File: src/rtl/neuron_update_scheduler.sv
// Timestep sequencer for the neuron state register.
// Sweeps every tag through the Izhikevich compute unit (issue, wait for the
// result, write back) and shares the state-register write port with a host
// configuration port that is only served while idle.
module neuron_update_scheduler #(
   parameter int numwidth   = 16,
   parameter int numneurons = 2,
   parameter int tagbits    = 1,
   parameter int stepbits   = 16
) (
   input  logic                clk,
   input  logic                reset,
   input  logic                start,
   output logic                busy,
   output logic                done,
   output logic [stepbits-1:0] step_count,
   input  logic                cfg_we,
   input  logic [tagbits-1:0]  cfg_tag,
   input  logic [numwidth:0]   cfg_v,
   input  logic [numwidth:0]   cfg_u,
   output logic                cfg_ready,
   output logic                sr_write_en,
   output logic [tagbits-1:0]  sr_tag,
   output logic [numwidth:0]   sr_v_new,
   output logic [numwidth:0]   sr_u_new,
   input  logic [numwidth:0]   sr_v,
   input  logic [numwidth:0]   sr_u,
   output logic                cu_valid,
   input  logic                cu_ready,
   output logic [tagbits-1:0]  cu_tag,
   output logic [numwidth:0]   cu_v,
   output logic [numwidth:0]   cu_u,
   input  logic                res_valid,
   input  logic [numwidth:0]   res_v,
   input  logic [numwidth:0]   res_u,
   input  logic                res_spike,
   output logic                spike_valid,
   output logic [tagbits-1:0]  spike_tag
);

   typedef enum logic [2:0] {IDLE, ISSUE, WAIT, WRITE, DONE} state_t;

   localparam logic [tagbits-1:0] LAST_TAG = tagbits'(numneurons - 1);

   state_t                state_q, state_d;
   logic [tagbits-1:0]    tag_q, tag_d;
   logic [tagbits-1:0]    cu_tag_q;
   logic [numwidth:0]     cu_v_q, cu_u_q;
   logic [numwidth:0]     res_v_q, res_u_q;
   logic                  res_spike_q;
   logic                  first_q;
   logic [stepbits-1:0]   step_q;
   logic                  enter_issue;

   assign enter_issue = (state_d == ISSUE) && (state_q != ISSUE);

   // Next-state and tag sequencing for the sweep.
   always_comb begin
      state_d = state_q;
      tag_d   = tag_q;
      case (state_q)
         IDLE: begin
            if (start) begin
               state_d = ISSUE;
               tag_d   = '0;
            end
         end
         ISSUE: if (cu_ready) state_d = WAIT;
         WAIT:  if (res_valid) state_d = WRITE;
         WRITE: begin
            tag_d   = tag_q + tagbits'(1);
            state_d = (tag_q == LAST_TAG) ? DONE : ISSUE;
         end
         DONE:    state_d = IDLE;
         default: state_d = IDLE;
      endcase
   end

   // State, operand/result capture and timestep counter.
   always_ff @(posedge clk) begin
      if (reset) begin
         state_q     <= IDLE;
         tag_q       <= '0;
         cu_tag_q    <= '0;
         cu_v_q      <= '0;
         cu_u_q      <= '0;
         res_v_q     <= '0;
         res_u_q     <= '0;
         res_spike_q <= 1'b0;
         first_q     <= 1'b0;
         step_q      <= '0;
      end else begin
         state_q <= state_d;
         tag_q   <= tag_d;
         first_q <= enter_issue;
         if (enter_issue) cu_tag_q <= tag_d;
         // sr_tag only points at the new tag once ISSUE is entered, so the
         // operands are latched during the first ISSUE cycle.
         if (first_q) begin
            cu_v_q <= sr_v;
            cu_u_q <= sr_u;
         end
         if (state_q == WAIT && res_valid) begin
            res_v_q     <= res_v;
            res_u_q     <= res_u;
            res_spike_q <= res_spike;
         end
         if (state_q == DONE) step_q <= step_q + stepbits'(1);
      end
   end

   // First ISSUE cycle forwards the read data directly; afterwards the
   // latched copy holds the operands stable under backpressure.
   assign cu_v     = first_q ? sr_v : cu_v_q;
   assign cu_u     = first_q ? sr_u : cu_u_q;
   assign cu_tag   = cu_tag_q;
   assign cu_valid = (state_q == ISSUE);

   assign busy       = (state_q != IDLE);
   assign done       = (state_q == DONE);
   assign step_count = step_q;

   // Host owns the write port in IDLE unless a sweep is starting.
   assign cfg_ready   = (state_q == IDLE) && !start;
   assign sr_write_en = (cfg_we && cfg_ready) || (state_q == WRITE);
   assign sr_tag      = (state_q == IDLE) ? cfg_tag : tag_q;
   assign sr_v_new    = (state_q == IDLE) ? cfg_v : res_v_q;
   assign sr_u_new    = (state_q == IDLE) ? cfg_u : res_u_q;

   assign spike_valid = (state_q == WRITE) && res_spike_q;
   assign spike_tag   = (state_q == WRITE) ? tag_q : '0;

endmodule

File: config.mk
export PLATFORM = sky130hd
export DESIGN_NAME = neuron_update_scheduler
export DESIGN_NICKNAME = d
export VERILOG_FILES = /design/src/rtl/neuron_update_scheduler.sv
export SDC_FILE = /design/constraint.sdc
export NUM_CORES = 1
export LEC_CHECK = 0
export ABC_CLOCK_PERIOD_IN_PS = 2600
export CAP_MARGIN = 0
export CORE_ASPECT_RATIO = 0.6
export CORE_MARGIN = 1.5
export CORE_UTILIZATION = 36
export DETAILED_ROUTE_END_ITERATION = 8
export GPL_TIMING_DRIVEN = 0
export MAX_ROUTING_LAYER = met4
export PLACE_DENSITY = 0.77
export SYNTH_ARGS = -nofsm -noshare
export SYNTH_HDL_FRONTEND = slang
export SYNTH_SLANG_ARGS = --single-unit
File: constraint.sdc
create_clock -name clk -period 2.6 [get_ports clk]
set_input_delay 0.78 -clock clk [delete_from_list [all_inputs] [get_ports clk]]
set_output_delay 0.78 -clock clk [all_outputs]
set_load 0.05 [all_outputs]
# After elaboration in Yosys (flattened, before gate mapping)
# Cells that the tools add are included.
# W data, S select, Z words.
[totals] register_bits=91 out_inout_bits=93 wordCells=40 inputBits=110
[op_classes] n_mux=13 n_eq_ne=6 n_reduce_logical=9 n_addsub=2
[op_table] op="$mux W17" count=4
[op_table] op="$add A16 B1 Y16 const B" count=1
[op_table] op="$mux W3" count=4
[op_table] op="$pmux W3 S4" count=1
[op_table] op="$eq A3 B1 Y1 const B" count=2
[op_table] op="$eq A3 B2 Y1 const B" count=2
[op_table] op="$logic_and A1 B1 Y1" count=5
[op_table] op="$eq A3 B3 Y1 const B" count=1
[op_table] op="$logic_not A3 Y1" count=1
[op_table] op="$mux W1" count=3
[op_table] op="$ne A3 B1 Y1 const B" count=1
[op_table] op="$reduce_bool A3 Y1" count=1
[op_table] op="$pmux W1 S2" count=1
[op_table] op="$add A1 B1 Y1 const B" count=1
[op_table] op="$logic_not A1 Y1" count=1
[op_table] op="$logic_or A1 B1 Y1" count=1

# Logic depth before layout (Yosys ltp)
# Gate-level depths: netlist of run 1.
[logic_depth] ltp_word=4 mapped_depth=7 depth_no_buf=5

# Worst setup path before layout of run 1
# OpenSTA, ideal clock, no wires.
[synth_timing] kind="flip-flop to output port" from="register state_q[2]" to="output port sr_write_en" stages_incl_launch_ff=7 required_ns=1.820 path_buffers=2 t_arrival_ns=2.530 setup_slack_ns=-0.710 path_cell_list="dfxtp_1 > clkbuf_1 > nor3_1 > clkbuf_1 > inv_1 > nor2_1 > a21o_1"
[synth_via] elab_chain_cells=4 word_cells_on_any_way=5 classes_between="eq/ne (1); reduce/logical (4)"
[synth_lines] element="from (decl)" line="45" text="state_t state_q, state_d;"
[synth_lines] element="from (signal assigned)" line="93" text="state_q <= state_d;"
[synth_lines] element="$logic_not A3 Y1" line="124" text="assign cfg_ready = (state_q == IDLE) && !start;"
[synth_lines] element="$logic_and A1 B1 Y1" line="124"
[synth_lines] element="via cfg_ready" line="21" text="output logic cfg_ready,"
[synth_lines] element="$logic_and A1 B1 Y1" line="125" text="assign sr_write_en = (cfg_we && cfg_ready) || (state_q == WRITE);"
[synth_lines] element="$logic_or A1 B1 Y1" line="125"
[synth_lines] element="to (decl)" line="22" text="output logic sr_write_en,"
# The timed path passes the listed nets, and every way through them passes these cells.

# Worst setup path after layout of run 1
[layout_timing] from="input port start" to="output port sr_write_en"
[layout_via] elab_chain_cells=4
[layout_lines] element="from (decl)" line="13" text="input logic start,"
[layout_lines] element="$logic_not A1 Y1" line="124"
[layout_lines] element="$logic_and A1 B1 Y1" line="124"
[layout_lines] element="$logic_and A1 B1 Y1" line="125"
[layout_lines] element="$logic_or A1 B1 Y1" line="125"
# Every way passes these cells.

==> summary.txt, run 1 <==
Status
  • Status: complete, no violations

Routing
  • DRT Wirelength: 12600 um
  • DRT antenna net count: 0
  • Drt via density: between 4 and 5
  • DRT Pass-1 Iters: 5
  • Iter 0 DRT Violations: 174
  • DR WL/cell: 15.9 um
  • DRC: 0
  • Vias post-DR: 3850

Timing
  • Final hold violations: 0
  • Slew margin rel.: 57.6%
  • Slew @ Worst Pin: 0.621 ns
  • Min cycle time layout: 2.60 ns
  • Final setup margin: 0.00117 ns
  • RSZ-0062 raised after global routing: true
  • Peak Freq: 385 MHz
  • Max Clock Skew: 0.00659 ns
  • Final setup viols: 0
  • Fin Hold WS: 0.460 ns
  • Tcrit/Tclk final: 100%
  • Max-slew violations: 0

Clocking
  • H-tree depth: 3
  • Cts bufs inserted: 9
  • CTS tree: done
  • Clk root buf: clkbuf_16
  • Skew-Pair Late Insertion Delay: ~0.33 ns
  • Number of hold buffers added after cts: 0
  • Clock Tree Buf Depth: 2
  • CTS Sinks: 91
  • Reg clk slew, reported paths: 0.06 ns

Hold path
  • Hold Crit Class: register to register

Global routing
  • Vias in the first global route: ~3800
  • Largest net degree at the start of global routing: 15
  • Initial antenna violation count: 0
  • Total GRT Usage: between 20 and 25%
  • GRT overflow: 0
  • First-pass GRT wire length: 19500 um

Floorplan
  • DIE HEIGHT: 84.3 um
  • Boundary Pins: 203
  • Core footprint: 0.0106 sq mm
  • Die area: 0.0117 sq mm
  • Row count: 29
  • Chip Width: between 100 and 150 um
  • Initial core utilization: a little under two fifths

Layout
  • Most frequent cells in the layout: 125 x clkdlybuf4s50_1, 88 x dfxtp_1, 78 x nand2_1
  • Share of post-route cells with drive strength above 1: 29.2%
  • Combined area of the multi-input logic cells: 0.00210 sq mm
  • Fin util: 63.8%
  • # nets final: 757
  • Most common cell after layout, fill and taps aside: clkdlybuf4s50_1
  • Area Overhead vs Synth: 70.8%
  • Antenna cells: 0
  • Register area: between 0.0015 and 0.002 sq mm
  • Fillers: 834

Placement
  • PortBufs: 201
  • Pre-CTS WS: -0.875 ns
  • Final HPWL DP: 8930 um
  • GPL Wtd Cong: about 0.8

Worst setup path
  • CP max FO: 4
  • CP Class: input pin to output port
  • Critical Path Start Type: input pin
  • CP Buf/Inv Count: 2
  • Worst path cell trace: clkdlybuf4s50_1, nor2_4, a21o_4, buf_8
  • Slowest stage delay, CP: 0.59 ns
  • Crit path arrival time: 1.82 ns
  • Slowest CP cell: clkdlybuf4s50_1
  • Critical path's top delay family: buffers and inverters
  • Worst setup EP type: output port
  • CP required: around 1.8 ns

Power and ir drop
  • Leakage: approximately 2.7 nW
  • Power Internal: between 2 and 3 mW
  • Logic pwr share: 33.8%
  • Clock Power Share: 30.5%
  • Seq pwr share: 35.8%
  • Pwr dens: 608 mW/mm^2
  • Peak supply drop: approximately 0.38 mV
  • Switching Fraction: 31.9%
  • Total net switching power: 1.31 mW

Synth
  • Register bit count reported by yosys: slightly above 90
  • Synthesized instance count: 425
  • Mean Syn Cell Area: approximately 9.3 sq um
  • Yosys warnings: 0
  • Count of cell types in the netlist: 35
  • Syn_nets: 536
  • FFs w/ async S/R, synth: 0%
  • Mapped cell area: 0.00397 sq mm
  • Number of synthesized flops with an enable pin: 0
  • Seq/Total Area, Yosys: 45.9%
  • Synth Flop Type: dfxtp_1

Run
  • Max_cap viols: 0
-- power groups by stage --
stage / registers [mW] / clock network [mW] / logic, mW
floorplan: 1.49 / 0 / 0.796
global placement: 1.49 / 0 / 1.25
detailed placement: 1.49 / 0 / 1.26
CTS: 1.47 / 1.29 / 1.40
global route: 1.48 / 1.37 / 1.45
finish: 1.47 / 1.26 / 1.39
-- final timing paths --
kind              slack, ns                     endpoint                    start  depth (start not counted)
hold reg to reg        0.46      res_v_q[4]$_SDFFE_PP0P_  res_v_q[4]$_SDFFE_PP0P_                          2
setup reg to reg       0.59  step_count[15]$_SDFFE_PP0P_    state_q[1]$_SDFF_PP0_                          7
hold / removal         0.46      res_v_q[4]$_SDFFE_PP0P_  res_v_q[4]$_SDFFE_PP0P_                          2
setup / recovery      0.001                  sr_write_en                    start                          4
-- worst min-delay path, cell delays in order (launching register included) --
cell and delay, ns:
dfxtp_1 0.31, nand2_1 0.05, a21oi_1 0.05
-- layout make-up --
class | count | share of cell area, %
clock buffers | 10 | 3.38
inverters | 4 | 0.277
clock inverters | 5 | 0.812
multi-input cells | 298 | 31.0
plain buffers | 30 | 3.16
repair buffers | 212 | 31.9
well taps | 139 | 2.57
flip-flops and latches | 91 | 26.9
-- synth_stat cells, types with 2 or more instances --
cell / number / area, sq um
dfxtp_1: 91 / 1820
nand2_1: 78 / 293
mux2_2: 70 / 788
a21oi_1: 43 / 215
nor2b_1: 38 / 238
clkbuf_1: 27 / 101
nor2_1: 14 / 52.6
nand3_1: 5 / 25.0
nand4_1: 5 / 31.3
xnor2_1: 5 / 43.8
xor2_1: 5 / 43.8
buf_6: 4 / 45.0
inv_1: 4 / 15.0
nor3_1: 4 / 20.0
or3_1: 4 / 25.0
and3_1: 3 / 18.8
o21ai_0: 3 / 15.0
and2_1: 2 / 12.5
nand3b_1: 2 / 15.0
o31ai_1: 2 / 15.0
or4_1: 2 / 15.0
-- per-layer routing --
metal / up-vias / GRT usage, % / part of all wire, %
met3: 6 / 5.59 / 6.1
met4: 0 / 4.02 / 0.60
li1: 1878 / - / -
met2: 151 / 35.8 / 48
met5: - / - / 0
met1: 1815 / 27.2 / 46
-- sequential cells by signal, summed over array words and instances, names as in the netlist --
name,flops
cu_v_q,17
tag_q,1
first_q,1
res_v_q,17
res_spike_q,1
cu_u_q,17
state_q,3
cu_tag,1
step_count,16
res_u_q,17
-- kinds of logic after synthesis --
group	count (synthesis)	share of synthesized area, %
flip-flops	91	45.9
AND/OR/NAND/NOR	164	20.3
multiplexers	70	19.9
XOR/XNOR	10	2.21
adder cells (fa/ha/maj)	1	0.315
AO/OA/AOI/OAI	53	7.22
buffers and inverters	36	4.16
-- stage by stage --
step / power, mW / instance area (sq um) / setup TNS (ns) / std cells
6_report: 4.12 / 6780 / 0 / 789
2_1_floorplan: 2.28 / 3990 / 0 / 425
5_1_grt: 4.30 / 6780 / -1.03 / 789
4_1_cts: 4.16 / 6830 / -0.343 / 787
3_5_place_dp: 2.76 / 6180 / -36.30 / 765
3_3_place_gp: 2.75 / 6180 / -35.01 / 765
-- repair_timing --
item	4_1_cts	5_1_grt
setup buffers	6	3
endpoints found under the setup margin	76	50
cloned	2	0
resized for setup	430	37
pin swaps	2	1
Power figures use the tool's default switching activity.
==> run 2: changes to the inputs <==
CORE_UTILIZATION = 30   (was 36)
PLACE_DENSITY = 0.66   (was 0.77)
==> summary.txt, run 2 (synthesis gave the netlist of run 1 again) <==
Worst setup path
  • CP Class: input pin to output port
  • R2r setup slk: 0.61 ns
  • Crit path arrival time: approximately 1.8 ns
  • Reg2reg path depth: 6
  • Worst path cell trace: clkdlybuf4s50_1, mux2_2, clkdlybuf4s15_2
  • Slowest CP cell: clkdlybuf4s50_1
  • RR Startpoint: step_count[2]$_SDFFE_PP0P_
  • FF-to-FF End: step_count[15]$_SDFFE_PP0P_
  • Worst setup EP type: output port
  • Slowest stage delay, CP: 0.40 ns
  • CP max FO: 2
  • CP required: between 1.5 and 2 ns
  • Critical Path Start Type: input pin

Timing
  • Peak Freq: ~390 MHz
  • Max Clock Skew: 0.00377 ns
  • RSZ-0062 raised after global routing: true
  • Slew margin rel.: roughly three fifths
  • Max-slew violations: 0
  • Final setup viols: 0
  • Slew @ Worst Pin: 0.607 ns
  • Tcrit/Tclk final: 99.3%
  • Setup TNS: 0 ns
  • Min cycle time layout: 2.58 ns
  • Final hold violations: 0

Routing
  • DR WL/cell: about 16 um
  • Vias post-DR: 3869
  • DRT antenna net count: 0
  • DRC: 0
  • DRT Wirelength: 13000 um
  • DRT Pass-1 Iters: 4
  • Iter 0 DRT Violations: 150
  • Drt via density: 4.72

Clocking
  • CTS Sinks: 91
  • Clock Tree Buf Depth: 2
  • Number of hold buffers added after cts: 0
  • Skew-Pair Late Insertion Delay: about 0.33 ns
  • Clk root buf: clkbuf_16
  • CTS tree: done
  • Cts bufs inserted: 9
  • H-tree depth: 3
  • Reg clk slew, reported paths: 0.06 ns

Global routing
  • First-pass GRT wire length: roughly 20000 um
  • Initial antenna violation count: 0
  • Largest net degree at the start of global routing: 16
  • GRT overflow: 0
  • Vias in the first global route: 3787
  • Total GRT Usage: 18.9%

Layout
  • Most common cell after layout, fill and taps aside: clkdlybuf4s50_1
  • Fillers: 1165
  • # nets final: 756
  • Area Overhead vs Synth: 73.6%
  • Most frequent cells in the layout: 125 x clkdlybuf4s50_1, 87 x dfxtp_1, 78 x nand2_1
  • Antenna cells: 0
  • Share of post-route cells with drive strength above 1: 29.7%

Hold path
  • Hold_sp: res_u_q[8]$_SDFFE_PP0P_
  • WHS Endpoint: res_u_q[8]$_SDFFE_PP0P_
  • Hold Crit Class: register to register
  • Hold depth: 2

Floorplan
  • Row count: 32
  • Initial core utilization: 30.8%
  • Chip Width: ~150 um
  • Boundary Pins: a little over 200
  • DIE HEIGHT: 92.1 um
  • Core footprint: 0.0129 sq mm
  • Die area: 0.0140 sq mm

Power and ir drop
  • Total Power: 4.26 mW
  • Pwr dens: 619 mW/mm^2
  • Peak supply drop: 0.279 mV
  • Leakage: approximately 2.7 nW

Status
  • Status: complete, no violations

Placement
  • PortBufs: 201
  • Final HPWL DP: between 9000 and 10000 um
  • GPL Wtd Cong: slightly above 0.8

Run
  • Max_cap viols: 0
[run 2: area by class of cell]
cell class,count,area (sq um),area share (%)
timing repair buffer,214,2240,32.5
multi-input combinational,298,2080,30.2
sequential,91,1830,26.6
clock buffer,12,267,3.87
tap,170,213,3.09
buffer,27,181,2.63
clock inverter,4,56.3,0.817
inverter,4,18.8,0.272
[run 2: critical path: cells and delay by family]
family | cells | cell delay, ns
mux | 1 | 0.28
buf+inv | 2 | 0.74
[run 2: repair_timing]
item                                    in CTS  in global routing
gates cloned                                 4                  0
pin swaps                                    1                  1
endpoints found under the setup margin      76                 54
buffers inserted                             5                  4
hold endpoints to repair                     0                  0
gates resized for setup                    421                 62
[run 2: worst max path at each step]
| stage | start | end | slack [ns] |
|---|---|---|---|
| after detailed placement | state_q[2]$_SDFF_PP0_ | sr_u_new[7] | -0.93 |
| after CTS | state_q[2]$_SDFF_PP0_ | sr_u_new[7] | -0.13 |
| after global placement | state_q[2]$_SDFF_PP0_ | sr_u_new[7] | -0.91 |
| after global routing | state_q[0]$_SDFF_PP0_ | sr_u_new[0] | -0.04 |
| final | sr_v[3] | cu_v[3] | 0.02 |
| after floorplan | state_q[2]$_SDFF_PP0_ | sr_write_en | 0.02 |
[run 2: stage by stage]
step | utilization [%] | std cells | instance area [sq um] | hold slack, ns | worst slack, ns
after floorplan | - | 425 | 3990 | 0.432 | 0.0189
after global placement | 48.2 | 796 | 6220 | 0.444 | -0.910
after detailed placement | 48.2 | 796 | 6220 | 0.454 | -0.925
after CTS | 53.4 | 820 | 6890 | 0.466 | -0.132
after global routing | 53.4 | 820 | 6890 | 0.486 | -0.0353
final | 53.4 | 820 | 6890 | 0.462 | 0.0180
[run 2: power breakdown]
group | switching [mW] | internal [mW]
Clock | 0.543 | 0.831
Sequential | 0.0264 | 1.45
Combinational | 0.773 | 0.642
Total | 1.34 | 2.92
[run 2: metal layers]
metal  track usage [%]  vias to the layer above  routed length [um]
met5                 -                        -                   0
met4              4.17                        0                 167
met3              6.52                       17                1210
met2              29.9                      182                5790
met1              23.2                     1800                5840
li1                  -                     1870                   -
==> run 3: changes to the inputs <==
ABC_CLOCK_PERIOD_IN_PS = 2100   (was 2600)
CELL_PAD_IN_SITES_DETAIL_PLACEMENT = 0   (was not set)
CELL_PAD_IN_SITES_GLOBAL_PLACEMENT = 2   (was not set)
CORE_ASPECT_RATIO = 1.5   (was 0.6)
CORE_UTILIZATION = 20   (was 30)
PLACE_DENSITY = not set   (was 0.66)
PLACE_DENSITY_LB_ADDON = 0.1   (was not set)
clock period = 2.1 ns   (was 2.6 ns; I/O delays follow)
==> summary.txt, run 3 (synthesis gave the netlist of run 1 again) <==
Routing
  • Iter 0 DRT Violations: slightly above 90
  • Drt via density: 4.17
  • DRT antenna net count: 0
  • Vias post-DR: 3894
  • DR WL/cell: 15.6 um
  • DRT Pass-1 Iters: 4
  • DRC: 0
  • DRT Wirelength: 14500 um

Placement
  • Final HPWL DP: roughly 10000 um
  • PortBufs: 201
  • Placed cells: about 900
  • GPL Wtd Cong: 0.700

Worst setup path
  • Reg2reg path depth: 7
  • Worst setup EP type: output port
  • Critical path's top delay family: buffers and inverters
  • Top cell by count, worst path: buf_6
  • CP Class: register to output port
  • Slowest CP cell: mux2_2
  • Critical Path Start Type: register
  • CP required: 1.47 ns
  • CP Buf/Inv Count: 4
  • Worst path cell trace: buf_8, nor3_4, clkbuf_16, buf_6, mux2_2, buf_6
  • FF-to-FF End: step_count[15]$_SDFFE_PP0P_
  • Crit path arrival time: 1.88 ns
  • Slowest stage delay, CP: between 0.3 and 0.4 ns
  • R2r setup slk: 0.05 ns
  • CP max FO: 8
  • RR Startpoint: state_q[0]$_SDFF_PP0_

Clocking
  • CTS tree: done
  • Number of hold buffers added after cts: 0
  • H-tree depth: 3
  • CTS Sinks: 91
  • Clk root buf: clkbuf_16
  • Reg clk slew, reported paths: ~0.070 ns
  • Cts bufs inserted: 9
  • Skew-Pair Late Insertion Delay: 0.34 ns
  • Clock Tree Buf Depth: 2

Status
  • Status: finished, violations left
  • Failing checks: negative setup slack

Timing
  • Fin Hold WS: 0.460 ns
  • Final hold violations: 0
  • Final setup viols: 49
  • Min cycle time layout: 2.51 ns
  • Slew margin rel.: 58.7%
  • RSZ-0062 raised after global routing: true
  • Tcrit/Tclk final: 119%
  • Peak Freq: 399 MHz
  • Max Clock Skew: 0.00718 ns
  • Max-slew violations: 0
  • Slew @ Worst Pin: 0.620 ns
  • Final setup margin: -0.408 ns

Floorplan
  • Chip Width: 118 um
  • DIE HEIGHT: 176 um
  • Core footprint: 0.0193 sq mm
  • Boundary Pins: 203
  • Row count: 62
  • Die area: roughly 0.021 sq mm
  • Initial core utilization: 20.5%

Power and ir drop
  • Total Power: about 5.5 mW
  • Pwr dens: between 700 and 800 mW/mm^2
  • Peak supply drop: 0.315 mV
  • Leakage: 3.34 nW

Layout
  • Area Overhead vs Synth: 95.6%
  • Fillers: 1940
  • Post-Layout Cell Count: 934
  • Share of post-route cells with drive strength above 1: 33.5%
  • Antenna cells: 0
  • Most common cell after layout, fill and taps aside: clkdlybuf4s50_1
  • Most frequent cells in the layout: 91 x clkdlybuf4s50_1, 88 x dfxtp_1, 77 x nand2_1
  • # nets final: 784

Global routing
  • GRT overflow: 0
  • First-pass GRT wire length: 21500 um
  • Largest net degree at the start of global routing: 17
  • Total GRT Usage: 13.9%
  • Initial antenna violation count: 0
  • Vias in the first global route: 3935

Hold path
  • Hold_sp: res_u_q[7]$_SDFFE_PP0P_
  • WHS Endpoint: res_u_q[7]$_SDFFE_PP0P_
  • Hold depth: 2
  • Hold Crit Class: register to register

Run
  • Max_cap viols: 0
==> run 3: cell count changes in the layout (fill, tap and decap cells not counted), sizes merged, moves of 2 or more <==
cell	before	now
dlymetal6s2s	0	13
dlygate4sd2	1	21
clkdlybuf4s15	22	0
clkdlybuf4s50	125	91
buf	68	117
clkinvlp	1	3
==> run 3: routing by layer <==
metal / up-vias / part of all wire (%) / GRT usage (%)
li1: 1925 / - / -
met1: 1843 / 41 / 15.5
met2: 113 / 54 / 24.8
met3: 13 / 3.6 / 2.47
met4: 0 / 1.5 / 5.39
met5: - / 0 / -
==> run 3: stage by stage <==
stage / setup WS [ns] / TNS, ns / util, % / instance area [sq um]
detailed placement: -1.09 / -72.14 / 32.8 / 6340
global route: -0.477 / -17.40 / 40.2 / 7760
CTS: -0.509 / -17.70 / 37.7 / 7290
floorplan: -0.228 / -2.81 / - / 4010
global placement: -1.05 / -69.82 / 32.8 / 6340
finish: -0.408 / -13.78 / 40.2 / 7760
==> run 3: timing repair <==
item / CTS / global route
gates resized for setup: 667 / 109
gates cloned: 2 / 3
pin swaps: 2 / 4
endpoints found under the setup margin: 94 / 97
buffers inserted: 16 / 22
==> run 3: layout make-up <==
cell class / instances / area [sq um] / area share (%)
multi-input combinational: 298 / 2270 / 29.3
clock buffer: 9 / 225 / 2.90
clock inverter: 7 / 51.3 / 0.661
sequential: 91 / 1830 / 23.5
buffer: 27 / 224 / 2.88
timing repair buffer: 242 / 2820 / 36.3
tap: 256 / 320 / 4.13
inverter: 4 / 21.3 / 0.274
==> run 3: worst max path at each step <==
stage / depth (start not counted) / start / end / slack, ns
after CTS: 6 / state_q[0]$_SDFF_PP0_ / sr_u_new[15] / -0.51
after floorplan: 6 / state_q[0]$_SDFF_PP0_ / sr_write_en / -0.23
final: 6 / state_q[2]$_SDFF_PP0_ / sr_u_new[11] / -0.41
after global placement: 6 / state_q[2]$_SDFF_PP0_ / sr_u_new[10] / -1.05
after global routing: 6 / state_q[2]$_SDFF_PP0_ / sr_u_new[10] / -0.48
after detailed placement: 6 / state_q[2]$_SDFF_PP0_ / sr_u_new[13] / -1.09
==> run 3: tightest hold or removal path, cell delays in order (launching register included) <==
cell,delay [ns]
dfxtp_1,0.31
nand2_1,0.05
a21oi_1,0.05
==> run 3: power by group <==
group	switching, mW	leakage, nW	internal [mW]
Clock	0.724	0.132	0.809
Sequential	0.0273	0.739	1.79
Combinational	1.04	2.47	1.11
Total	1.80	3.34	3.71
